==> src/rtl/axil_mem_init_pkg.sv <==
// Shared state encoding and AXI4-Lite constants for the axil_mem_init fill/verify engine.
package axil_mem_init_pkg;

  typedef enum logic [2:0] {
    IDLE    = 3'd0,
    WR_REQ  = 3'd1,
    WR_RESP = 3'd2,
    RD_REQ  = 3'd3,
    RD_RESP = 3'd4,
    FIN     = 3'd5
  } state_t;

  localparam logic [1:0] AXIL_RESP_OKAY    = 2'b00;
  localparam logic [2:0] AXIL_PROT_DEFAULT = 3'b000;

endpackage

==> src/rtl/axil_mem_init.sv <==
// AXI4-Lite master that fills a word region with seed+i and optionally reads it back to compare.
// Readback pass present only when AXIL_MEM_INIT_VERIFY_EN is defined.
//
// state   | meaning
// IDLE    | waiting for start; captures the request
// WR_REQ  | AW and W offered together, each retired on its own handshake
// WR_RESP | waiting for B of the current word
// RD_REQ  | AR offered for the current word
// RD_RESP | waiting for R, compared against seed+i
// FIN     | one-cycle done pulse, back to IDLE
module axil_mem_init
  import axil_mem_init_pkg::*;
#(
  parameter int DATA_WIDTH = 32,
  parameter int ADDR_WIDTH = 16,
  parameter int STRB_WIDTH = DATA_WIDTH / 8,
  parameter int CNT_WIDTH  = 16
) (
  input  logic                  clk,
  input  logic                  rst,
  input  logic                  start,
  input  logic [ADDR_WIDTH-1:0] base_addr,
  input  logic [CNT_WIDTH-1:0]  word_count,
  input  logic [DATA_WIDTH-1:0] seed,
  input  logic                  verify,
  output logic                  busy,
  output logic                  done,
  output logic                  bresp_err,
  output logic [CNT_WIDTH-1:0]  err_count,
  output logic [ADDR_WIDTH-1:0] m_axil_awaddr,
  output logic [2:0]            m_axil_awprot,
  output logic                  m_axil_awvalid,
  input  logic                  m_axil_awready,
  output logic [DATA_WIDTH-1:0] m_axil_wdata,
  output logic [STRB_WIDTH-1:0] m_axil_wstrb,
  output logic                  m_axil_wvalid,
  input  logic                  m_axil_wready,
  input  logic [1:0]            m_axil_bresp,
  input  logic                  m_axil_bvalid,
  output logic                  m_axil_bready,
  output logic [ADDR_WIDTH-1:0] m_axil_araddr,
  output logic [2:0]            m_axil_arprot,
  output logic                  m_axil_arvalid,
  input  logic                  m_axil_arready,
  input  logic [DATA_WIDTH-1:0] m_axil_rdata,
  input  logic [1:0]            m_axil_rresp,
  input  logic                  m_axil_rvalid,
  output logic                  m_axil_rready
);

  localparam int ADDR_LSB = $clog2(STRB_WIDTH);
  localparam logic [ADDR_WIDTH-1:0] ADDR_MASK = {ADDR_WIDTH{1'b1}} << ADDR_LSB;

  state_t state, state_nxt;

  logic [ADDR_WIDTH-1:0] base_r;
  logic [CNT_WIDTH-1:0]  count_r;
  logic [CNT_WIDTH-1:0]  idx;
  logic [DATA_WIDTH-1:0] seed_r;
  logic                  aw_done;
  logic                  w_done;
  logic [ADDR_WIDTH-1:0] word_addr;
  logic [DATA_WIDTH-1:0] word_data;
  logic                  last_word;
  logic                  aw_hs;
  logic                  w_hs;
  logic                  b_hs;

`ifdef AXIL_MEM_INIT_VERIFY_EN
  logic                  verify_r;
  logic [CNT_WIDTH-1:0]  err_cnt_r;
  logic                  rd_bad;
  logic                  r_hs;
`endif

  // One counter drives both address and data: word i lives at base + i*STRB_WIDTH.
  assign word_addr = base_r + (ADDR_WIDTH'(idx) << ADDR_LSB);
  assign word_data = seed_r + DATA_WIDTH'(idx);
  assign last_word = (idx == (count_r - CNT_WIDTH'(1)));

  assign aw_hs = m_axil_awvalid && m_axil_awready;
  assign w_hs  = m_axil_wvalid && m_axil_wready;
  assign b_hs  = m_axil_bvalid && m_axil_bready;

  assign m_axil_awaddr = word_addr;
  assign m_axil_awprot = AXIL_PROT_DEFAULT;
  assign m_axil_wdata  = word_data;
  assign m_axil_wstrb  = {STRB_WIDTH{1'b1}};

  always_ff @(posedge clk) begin
    if (rst) begin
      state <= IDLE;
    end else begin
      state <= state_nxt;
    end
  end

  // Valids are decoded from registered state only, so ready never reaches valid combinationally.
  always_comb begin
    state_nxt      = state;
    busy           = 1'b0;
    done           = 1'b0;
    m_axil_awvalid = 1'b0;
    m_axil_wvalid  = 1'b0;
    m_axil_bready  = 1'b0;
    m_axil_arvalid = 1'b0;
    m_axil_rready  = 1'b0;
    case (state)
      IDLE: begin
        if (start) begin
          state_nxt = (word_count == '0) ? FIN : WR_REQ;
        end
      end
      WR_REQ: begin
        busy           = 1'b1;
        m_axil_awvalid = !aw_done;
        m_axil_wvalid  = !w_done;
        if ((aw_done || m_axil_awready) && (w_done || m_axil_wready)) begin
          state_nxt = WR_RESP;
        end
      end
      WR_RESP: begin
        busy          = 1'b1;
        m_axil_bready = 1'b1;
        if (m_axil_bvalid) begin
          if (!last_word) begin
            state_nxt = WR_REQ;
`ifdef AXIL_MEM_INIT_VERIFY_EN
          end else if (verify_r) begin
            state_nxt = RD_REQ;
`endif
          end else begin
            state_nxt = FIN;
          end
        end
      end
`ifdef AXIL_MEM_INIT_VERIFY_EN
      RD_REQ: begin
        busy           = 1'b1;
        m_axil_arvalid = 1'b1;
        if (m_axil_arready) begin
          state_nxt = RD_RESP;
        end
      end
      RD_RESP: begin
        busy          = 1'b1;
        m_axil_rready = 1'b1;
        if (m_axil_rvalid) begin
          state_nxt = last_word ? FIN : RD_REQ;
        end
      end
`endif
      FIN: begin
        done      = 1'b1;
        state_nxt = IDLE;
      end
      default: begin
        state_nxt = IDLE;
      end
    endcase
  end

  always_ff @(posedge clk) begin
    if (rst) begin
      base_r    <= '0;
      count_r   <= '0;
      seed_r    <= '0;
      idx       <= '0;
      aw_done   <= 1'b0;
      w_done    <= 1'b0;
      bresp_err <= 1'b0;
    end else begin
      // AW and W retire independently; the flags are only meaningful inside WR_REQ.
      if (state != WR_REQ) begin
        aw_done <= 1'b0;
        w_done  <= 1'b0;
      end else begin
        if (aw_hs) aw_done <= 1'b1;
        if (w_hs)  w_done  <= 1'b1;
      end

      case (state)
        IDLE: begin
          if (start) begin
            base_r    <= base_addr & ADDR_MASK;
            count_r   <= word_count;
            seed_r    <= seed;
            idx       <= '0;
            bresp_err <= 1'b0;
          end
        end
        WR_RESP: begin
          if (b_hs) begin
            if (m_axil_bresp != AXIL_RESP_OKAY) bresp_err <= 1'b1;
            idx <= last_word ? '0 : idx + CNT_WIDTH'(1);
          end
        end
`ifdef AXIL_MEM_INIT_VERIFY_EN
        RD_RESP: begin
          if (r_hs) begin
            idx <= last_word ? '0 : idx + CNT_WIDTH'(1);
          end
        end
`endif
        default: begin
        end
      endcase
    end
  end

`ifdef AXIL_MEM_INIT_VERIFY_EN
  assign r_hs   = m_axil_rvalid && m_axil_rready;
  assign rd_bad = (m_axil_rdata != word_data) || (m_axil_rresp != AXIL_RESP_OKAY);

  always_ff @(posedge clk) begin
    if (rst) begin
      verify_r  <= 1'b0;
      err_cnt_r <= '0;
    end else if (state == IDLE && start) begin
      verify_r  <= verify;
      err_cnt_r <= '0;
    end else if (state == RD_RESP && r_hs && rd_bad && err_cnt_r != '1) begin
      err_cnt_r <= err_cnt_r + CNT_WIDTH'(1);
    end
  end

  assign err_count     = err_cnt_r;
  assign m_axil_araddr = word_addr;
  assign m_axil_arprot = AXIL_PROT_DEFAULT;
`else
  logic unused_rd;
  assign unused_rd     = ^{verify, m_axil_arready, m_axil_rdata, m_axil_rresp, m_axil_rvalid};
  assign err_count     = '0;
  assign m_axil_araddr = '0;
  assign m_axil_arprot = AXIL_PROT_DEFAULT;
`endif

endmodule
==> config.mk <==
export PLATFORM = sky130hd
export DESIGN_NAME = axil_mem_init
export DESIGN_NICKNAME = d
export VERILOG_FILES = /design/src/rtl/axil_mem_init_pkg.sv /design/src/rtl/axil_mem_init.sv
export SDC_FILE = /design/constraint.sdc
export NUM_CORES = 1
export LEC_CHECK = 0
export CAP_MARGIN = 0
export CELL_PAD_IN_SITES_DETAIL_PLACEMENT = 0
export CELL_PAD_IN_SITES_GLOBAL_PLACEMENT = 1
export CORE_MARGIN = 3
export CORE_UTILIZATION = 29
export CTS_CLUSTER_SIZE = 40
export DETAILED_ROUTE_END_ITERATION = 8
export PLACE_DENSITY_LB_ADDON = 0.05
export SLEW_MARGIN = 5
export SYNTH_ARGS = -nofsm -noshare
export SYNTH_HDL_FRONTEND = slang
export SYNTH_SLANG_ARGS = --single-unit
==> constraint.sdc <==
create_clock -name clk -period 2.9 [get_ports clk]
set_input_delay 0.435 -clock clk [delete_from_list [all_inputs] [get_ports clk]]
set_output_delay 0.435 -clock clk [all_outputs]
set_load 0.005 [all_outputs]
==> flow_summary.json, run 1 <==
{
  "status": "complete, but fails checks",
  "failed_checks": "setup timing",
  "ys.warnings.count": 0,
  "yosysTopAreaCell": "dfxtp_1",
  "multiInputGateArea_mm2": 0.00412,
  "synth_top_area_share": 0.291,
  "max-vdd-ir-drop_mv": 0.264,
  "area_growth_pct": 44.4,
  "drive_above_1_share": 0.225,
  "startpoint_type": "flop",
  "cts_tree": "done",
  "cp.arrival_ns": 2.88,
  "pin_count": 207,
  "powerDensity_mw_per_mm2": 381,
  "overflow": 0,
  "dr.pass1.iters": 5,
  "yosys_most_used_dff": "dfxtp_1",
  "crit_fanout": 2,
  "core_mm2": 0.0195,
  "cts_root_buffer": "clkbuf_16",
  "clkSinkCount": 84,
  "synth_mux_area_frac": 0.00973,
  "worst-setup-path-type": "reg2out",
  "wirelength_mm": 18.8,
  "n_fill_cell": 2022,
  "rsz0062_at_grt": "yes",
  "synth_compound_area_frac": 0.178,
  "netlist_instances": 770,
  "setup.worst_path.end_class": "output pin",
  "drtIter0Drc": 225,
  "synth_fa_ha_area_frac": 0.0740,
  "route.detailed.drc": 0,
  "fin_worst_skew_ns": 0.00341,
  "clk_latency_ns": 0.34,
  "ys_ff_latch": 84,
  "routed_wire_length_per_instance_um": 15.3,
  "antenna_cells": 0,
  "die-area_mm2": 0.0217,
  "power_mw": 3.18,
  "htreeDepth": 3,
  "grt_start_max_net_pins": 56,
  "final-seq-area_mm2": 0.00169,
  "hpwlAfterDp_mm": 13.7,
  "port_buffers": 121,
  "floorplan.die.height_um": 147,
  "fmax_mhz": 302,
  "hold_viol_final": 0,
  "drt-vias-per-instance": 4.73,
  "required_ns": 2.47,
  "synth_edf_count": 0,
  "worstHoldPathType": "reg2reg",
  "rrSetupSlack_ns": 0.29,
  "final_core_util": 0.428,
  "hold_buffers": 0,
  "antenna_found_initial": 1,
  "start_util": 0.296,
  "cap_violations": 0,
  "period_share": 1.14,
  "stdcell_count": 1229,
  "finalSetupViolations": 25,
  "synth-xor-area-share": 0.0908,
  "grt_usage": 0.171,
  "synthSimpleGateAreaFrac": 0.259,
  "async_flop_share": 0,
  "p_leak_nw": 3.76,
  "ys_seq_area_frac": 0.291,
  "synth_top_family_by_area": "simple AND/OR/NAND/NOR gates",
  "numCtsBuffers": 9,
  "cts_buffer_depth": 2,
  "drtAntennaViolNets": 0,
  "grt_pass1_vias": 5706,
  "final_nets": 1102,
  "tightest_slew_ns": 0.687,
  "synth.distinct_cells": 63,
  "fin_crit_ns": 3.31,
  "clk_pin_slew_ns": 0.06,
  "die_width_um": 147,
  "synth_area_mm2": 0.00579,
  "syn_avg_cell_area_um2": 7.51,
  "vias": 5818,
  "fin_setup_tns_ns": -6.82,
  "max_slew_margin": 0.540,
  "gp_congestion": 0.883,
  "yosys-top-cells-area": "dfxtp_1 29%, nand2_1 11%, a21oi_1 6.9%",
  "slew_viol_final": 0,
  "rows": 51,
  "grt_pass1_wl_mm": 29.9,
  "fin_ws_ns": -0.415,
  "place_inst": 1192
}
## Yosys cell counts (all sizes together), types with 10 or more instances
cell,instances
and3,17
nand3,13
inv,19
ha,31
nand2,170
o21ai,12
a21oi,80
a31oi,19
nor3,18
xnor2,41
dfxtp,84
nor2,54
a21o,12
xor2,19
buf,55
nor2b,10
clkbuf,26
## through the flow
| stage | hold WS [ns] | setup slack (ns) | area, um2 |
|---|---|---|---|
| global route | 0.489 | -0.620 | 8350 |
| finish | 0.457 | -0.415 | 8350 |
| detailed placement | 0.454 | -0.578 | 7560 |
| global placement | 0.446 | -0.554 | 7560 |
| CTS | 0.464 | -0.499 | 8170 |
| floorplan | 0.436 | 0.0258 | 5960 |
## registers in the layout, indices dropped and copies added, names as in the netlist
| signal | flops |
|---|---|
| count_r | 16 |
| bresp_err | 1 |
| state | 3 |
| seed_r | 32 |
| base_r | 14 |
| w_done | 1 |
| aw_done | 1 |
| idx | 16 |
## final cells by class
cell class,instances,share of cell area
tap,265,0.0397
clock buffer,11,0.0279
timing repair buffer,216,0.219
inverter,19,0.00854
clock inverter,4,0.00899
sequential,84,0.203
multi-input combinational,630,0.494
## worst max-delay path, cell delays in order (launching register included)
cell and delay (ns):
dfxtp_2 0.35, ha_4 0.14, inv_2 0.04, fa_2 0.34, nor2b_2 0.14, o31a_1 0.15
o211a_1 0.19, o211ai_1 0.09, buf_4 0.17, a21boi_4 0.20, o31ai_4 0.09, buf_6 0.14
buf_6 0.12, nor2_4 0.08, xor2_1 0.16, buf_2 0.13
## logic make-up (layout without fill, tap and decap cells)
| kind of cell | after synthesis | after routing |
|---|---|---|
| muxes | 5 | 5 |
| AOI/OAI and AO/OA | 164 | 164 |
| other | 2 | 46 |
| buffers and inverters | 100 | 250 |
| DFF | 84 | 84 |
| and+or+nand+nor | 322 | 322 |
| xor gates and xnor gates | 60 | 60 |
| adders and majority gates | 33 | 33 |
## cells in the final DEF, fill, tap and decap left out, types with 8 or more instances in the layout
cell / instances
nand2_1: 165
inv_1: 17
nand4_1: 8
clkdlybuf4s50_1: 85
a21oi_1: 74
xor2_1: 18
nor2_1: 43
buf_2: 29
and3_1: 17
a21o_1: 12
xnor2_2: 8
nor3_1: 17
clkbuf_16: 9
buf_6: 13
xnor2_1: 33
a31oi_1: 19
conb_1: 46
ha_1: 24
dfxtp_1: 79
nand3_1: 12
buf_4: 81
## routing by layer
layer | global-route usage | part of all wire | vias up
met2 | 0.283 | 0.46 | 173
met4 | 0.0405 | 0.018 | 2
met1 | 0.221 | 0.46 | 2683
met5 | 0 | 0.00069 | -
met3 | 0.0490 | 0.060 | 22
li1 | - | - | 2938
## worst paths after layout
check	from	endpoint	cells past startpoint
setup / recovery	idx[0]$_SDFFE_PP0P_	m_axil_wdata[24]	15
hold / removal	seed_r[20]$_SDFFE_PP0P_	seed_r[20]$_SDFFE_PP0P_	2
setup reg to reg	count_r[0]$_SDFFE_PP0P_	idx[3]$_SDFFE_PP0P_	10
hold reg to reg	seed_r[20]$_SDFFE_PP0P_	seed_r[20]$_SDFFE_PP0P_	2
## report_power, final
| group | leakage, nW | internal, mW | switching [mW] |
|---|---|---|---|
| Clock | 0.142 | 0.751 | 0.485 |
| Sequential | 0.690 | 1.21 | 0.0653 |
| Combinational | 2.92 | 0.330 | 0.336 |
| Total | 3.76 | 2.30 | 0.886 |
## repair_timing
action                                  in CTS  in global routing
gates resized for setup                    192                 39
hold endpoints to repair                     0                  0
buffers inserted                            14                 10
pin swaps                                   37                 27
endpoints found under the setup margin      36                 30
(Power assumes the default switching activity.)
==> run 2: changes to the inputs <==
==> constraint.sdc (replaced) <==
create_clock -name clk -period 2.8 [get_ports clk]
set_input_delay 0.42 -clock clk [delete_from_list [all_inputs] [get_ports clk]]
set_output_delay 0.42 -clock clk [all_outputs]
set_load 0.01 [all_outputs]
==> run 2 against run 1 <==
The run still ends with setup timing left. Flip-flop and latch count unchanged. Utilization down 0.60 points. Via count rose by 0.29%. Worst hold slack improved by 0.0028 ns. Design area fell by 1.4%. Sequential share of layout area grew 0.35 points. Final cell count fell by 0.16%. Critical path depth unchanged. Clock skew grew 0.0075 ns. Critical path type unchanged. Critical endpoint is now m_axil_wdata[26]. Highest routed layer unchanged.
==> flow_summary.json, run 2 (synthesis gave the netlist of run 1 again) <==
{
  "grt_pass1_wl_mm": 29.7,
  "die_width_um": 147,
  "fmax_mhz": 302,
  "floorplan.die.height_um": 147,
  "port_buffers": 121,
  "slew_viol_final": 0,
  "rrSetupSlack_ns": 0.23,
  "layout.cells.most_common": "nand2_1",
  "worstSetupEndpoint": "m_axil_wdata[26]",
  "core_mm2": 0.0195,
  "route.detailed.drc": 0,
  "tightest_slew_ns": 0.628,
  "rr_startpoint": "count_r[1]$_SDFFE_PP0P_",
  "startpoint": "idx[0]$_SDFFE_PP0P_",
  "fin_ws_ns": -0.510,
  "die-area_mm2": 0.0217,
  "vias": 5835,
  "drt-vias-per-instance": 4.76,
  "stdcell_count": 1227,
  "powerDensity_mw_per_mm2": 398,
  "reg.largest.list": "seed_r: 32 flops, count_r: 16 flops, idx: 16 flops",
  "crit_chain": "ha_4, inv_2, fa_2, nor2b_2, o31a_1, o211a_1, o211ai_1, buf_4, a21boi_2, o31ai_2, buf_4, buf_4, nor2_4, xor2_1, buf_2",
  "status": "complete, but fails checks",
  "gp_congestion": 0.843,
  "htreeDepth": 3,
  "clk_pin_slew_ns": 0.06,
  "grt_pass1_vias": 5794,
  "cp_top_family": "compound AO/OA/AOI/OAI gates",
  "crit_cells": 15,
  "max-vdd-ir-drop_mv": 0.268,
  "wirelength_mm": 18.9,
  "cts_buffer_depth": 2,
  "hold_viol_final": 0,
  "worstHoldPathType": "reg2reg",
  "p_leak_nw": 3.65,
  "drive_above_1_share": 0.221,
  "worst-setup-path-type": "reg2out",
  "rsz0062_at_grt": "yes",
  "hpwlAfterDp_mm": 13.9,
  "area_growth_pct": 42.3,
  "antenna_cells": 0,
  "cts_root_buffer": "clkbuf_16",
  "numCtsBuffers": 9,
  "path_buf_inv": 5,
  "critPathMaxStageDelay_ns": 0.37,
  "drtAntennaViolNets": 0,
  "start_util": 0.296,
  "cp.arrival_ns": 2.89,
  "finalSetupViolations": 28,
  "r2r_end": "idx[10]$_SDFFE_PP0P_",
  "cts_tree": "done",
  "pin_count": 207,
  "clkSinkCount": 84,
  "crit_fanout": 6,
  "startpoint_type": "flop",
  "overflow": 0,
  "final_cell_mix": "165 x nand2_1, 86 x buf_4, 83 x clkdlybuf4s50_1, 77 x dfxtp_1, 76 x a21oi_1",
  "final_nets": 1100,
  "grt_start_max_net_pins": 53,
  "routed_wire_length_per_instance_um": 15.4,
  "regMostFlops": "seed_r",
  "grt_usage": 0.170,
  "required_ns": 2.38,
  "cap_violations": 0,
  "max_slew_margin": 0.581,
  "drtIter0Drc": 201,
  "slowest_stage": "dfxtp_4",
  "rows": 51,
  "setup.worst_path.end_class": "output pin",
  "antenna_found_initial": 1,
  "period_share": 1.18,
  "fin_crit_ns": 3.31,
  "cp_common_cell": "buf_4",
  "power_mw": 3.28,
  "fin_worst_skew_ns": 0.0109,
  "dr.pass1.iters": 4,
  "place_inst": 1201,
  "worst-r2r-cell-count": 11,
  "largest_register_ffs": 32,
  "failed_checks": "setup timing",
  "clk_latency_ns": 0.35
}
## run 2: changes by cell type in the layout (fill, tap and decap cells not counted), sizes merged, moves of 2 or more
cell | before | now
clkbuf | 13 | 18
buf | 124 | 120
clkdlybuf4s50 | 85 | 83
clkinvlp | 2 | 0
## run 2: routing by layer
metal	wire (um)	vias to the layer above	GRT usage
met3	1190	28	0.0382
met2	8650	173	0.285
met1	8590	2697	0.216
met5	7	-	0
met4	411	2	0.0582
li1	-	2935	-
## run 2: layout make-up
cell class	instances	area (um2)
sequential	84	1700
fill	1998	11300
clock inverter	2	35.0
clock buffer	13	250
timing repair buffer	214	1800
multi-input combinational	630	4050
tap	265	332
inverter	19	71.3
## run 2: per-stage QoR
stage / cell area (um2) / setup slack, ns / hold slack (ns) / utilization / setup TNS, ns
2_1_floorplan: 5970 / 0.000665 / 0.436 / - / 0
3_3_place_gp: 7650 / -0.570 / 0.445 / 0.392 / -12.52
3_5_place_dp: 7650 / -0.588 / 0.454 / 0.392 / -12.97
4_1_cts: 8130 / -0.558 / 0.462 / 0.416 / -9.94
5_1_grt: 8240 / -0.665 / 0.485 / 0.422 / -12.67
6_report: 8240 / -0.510 / 0.460 / 0.422 / -8.92
## run 2: worst min-delay path: stages, from the launching register on
cell and delay, ns:
dfxtp_1 0.31, nand2_1 0.05, a21oi_1 0.05
## run 2: worst min path at each step
stage / from / to / slack, ns / cells after the start
2_1_floorplan: seed_r[20]$_SDFFE_PP0P_ / seed_r[20]$_SDFFE_PP0P_ / 0.44 / 2
3_3_place_gp: seed_r[20]$_SDFFE_PP0P_ / seed_r[20]$_SDFFE_PP0P_ / 0.45 / 2
3_5_place_dp: seed_r[3]$_SDFFE_PP0P_ / seed_r[3]$_SDFFE_PP0P_ / 0.45 / 2
4_1_cts: seed_r[3]$_SDFFE_PP0P_ / seed_r[3]$_SDFFE_PP0P_ / 0.46 / 2
5_1_grt: seed_r[20]$_SDFFE_PP0P_ / seed_r[20]$_SDFFE_PP0P_ / 0.48 / 2
6_report: seed_r[20]$_SDFFE_PP0P_ / seed_r[20]$_SDFFE_PP0P_ / 0.46 / 2
## run 2: where the power goes
part / leakage (nW) / switching [mW] / internal (mW) / total [mW]
logic: 2.82 / 0.392 / 0.361 / 0.754
clock network: 0.140 / 0.489 / 0.711 / 1.20
registers: 0.691 / 0.0645 / 1.26 / 1.32
## run 2: repair_timing
action | in CTS | in global routing
endpoints found under the setup margin | 37 | 35
hold buffers | 0 | 0
pin swaps | 31 | 20
gates resized for setup | 178 | 34
buffers inserted | 8 | 3
==> run 3: changes to the inputs <==
ABC_AREA = 0   (was not set)
==> results of run 3 <==
Final layout, timing and power as in run 2 (identical DEF).
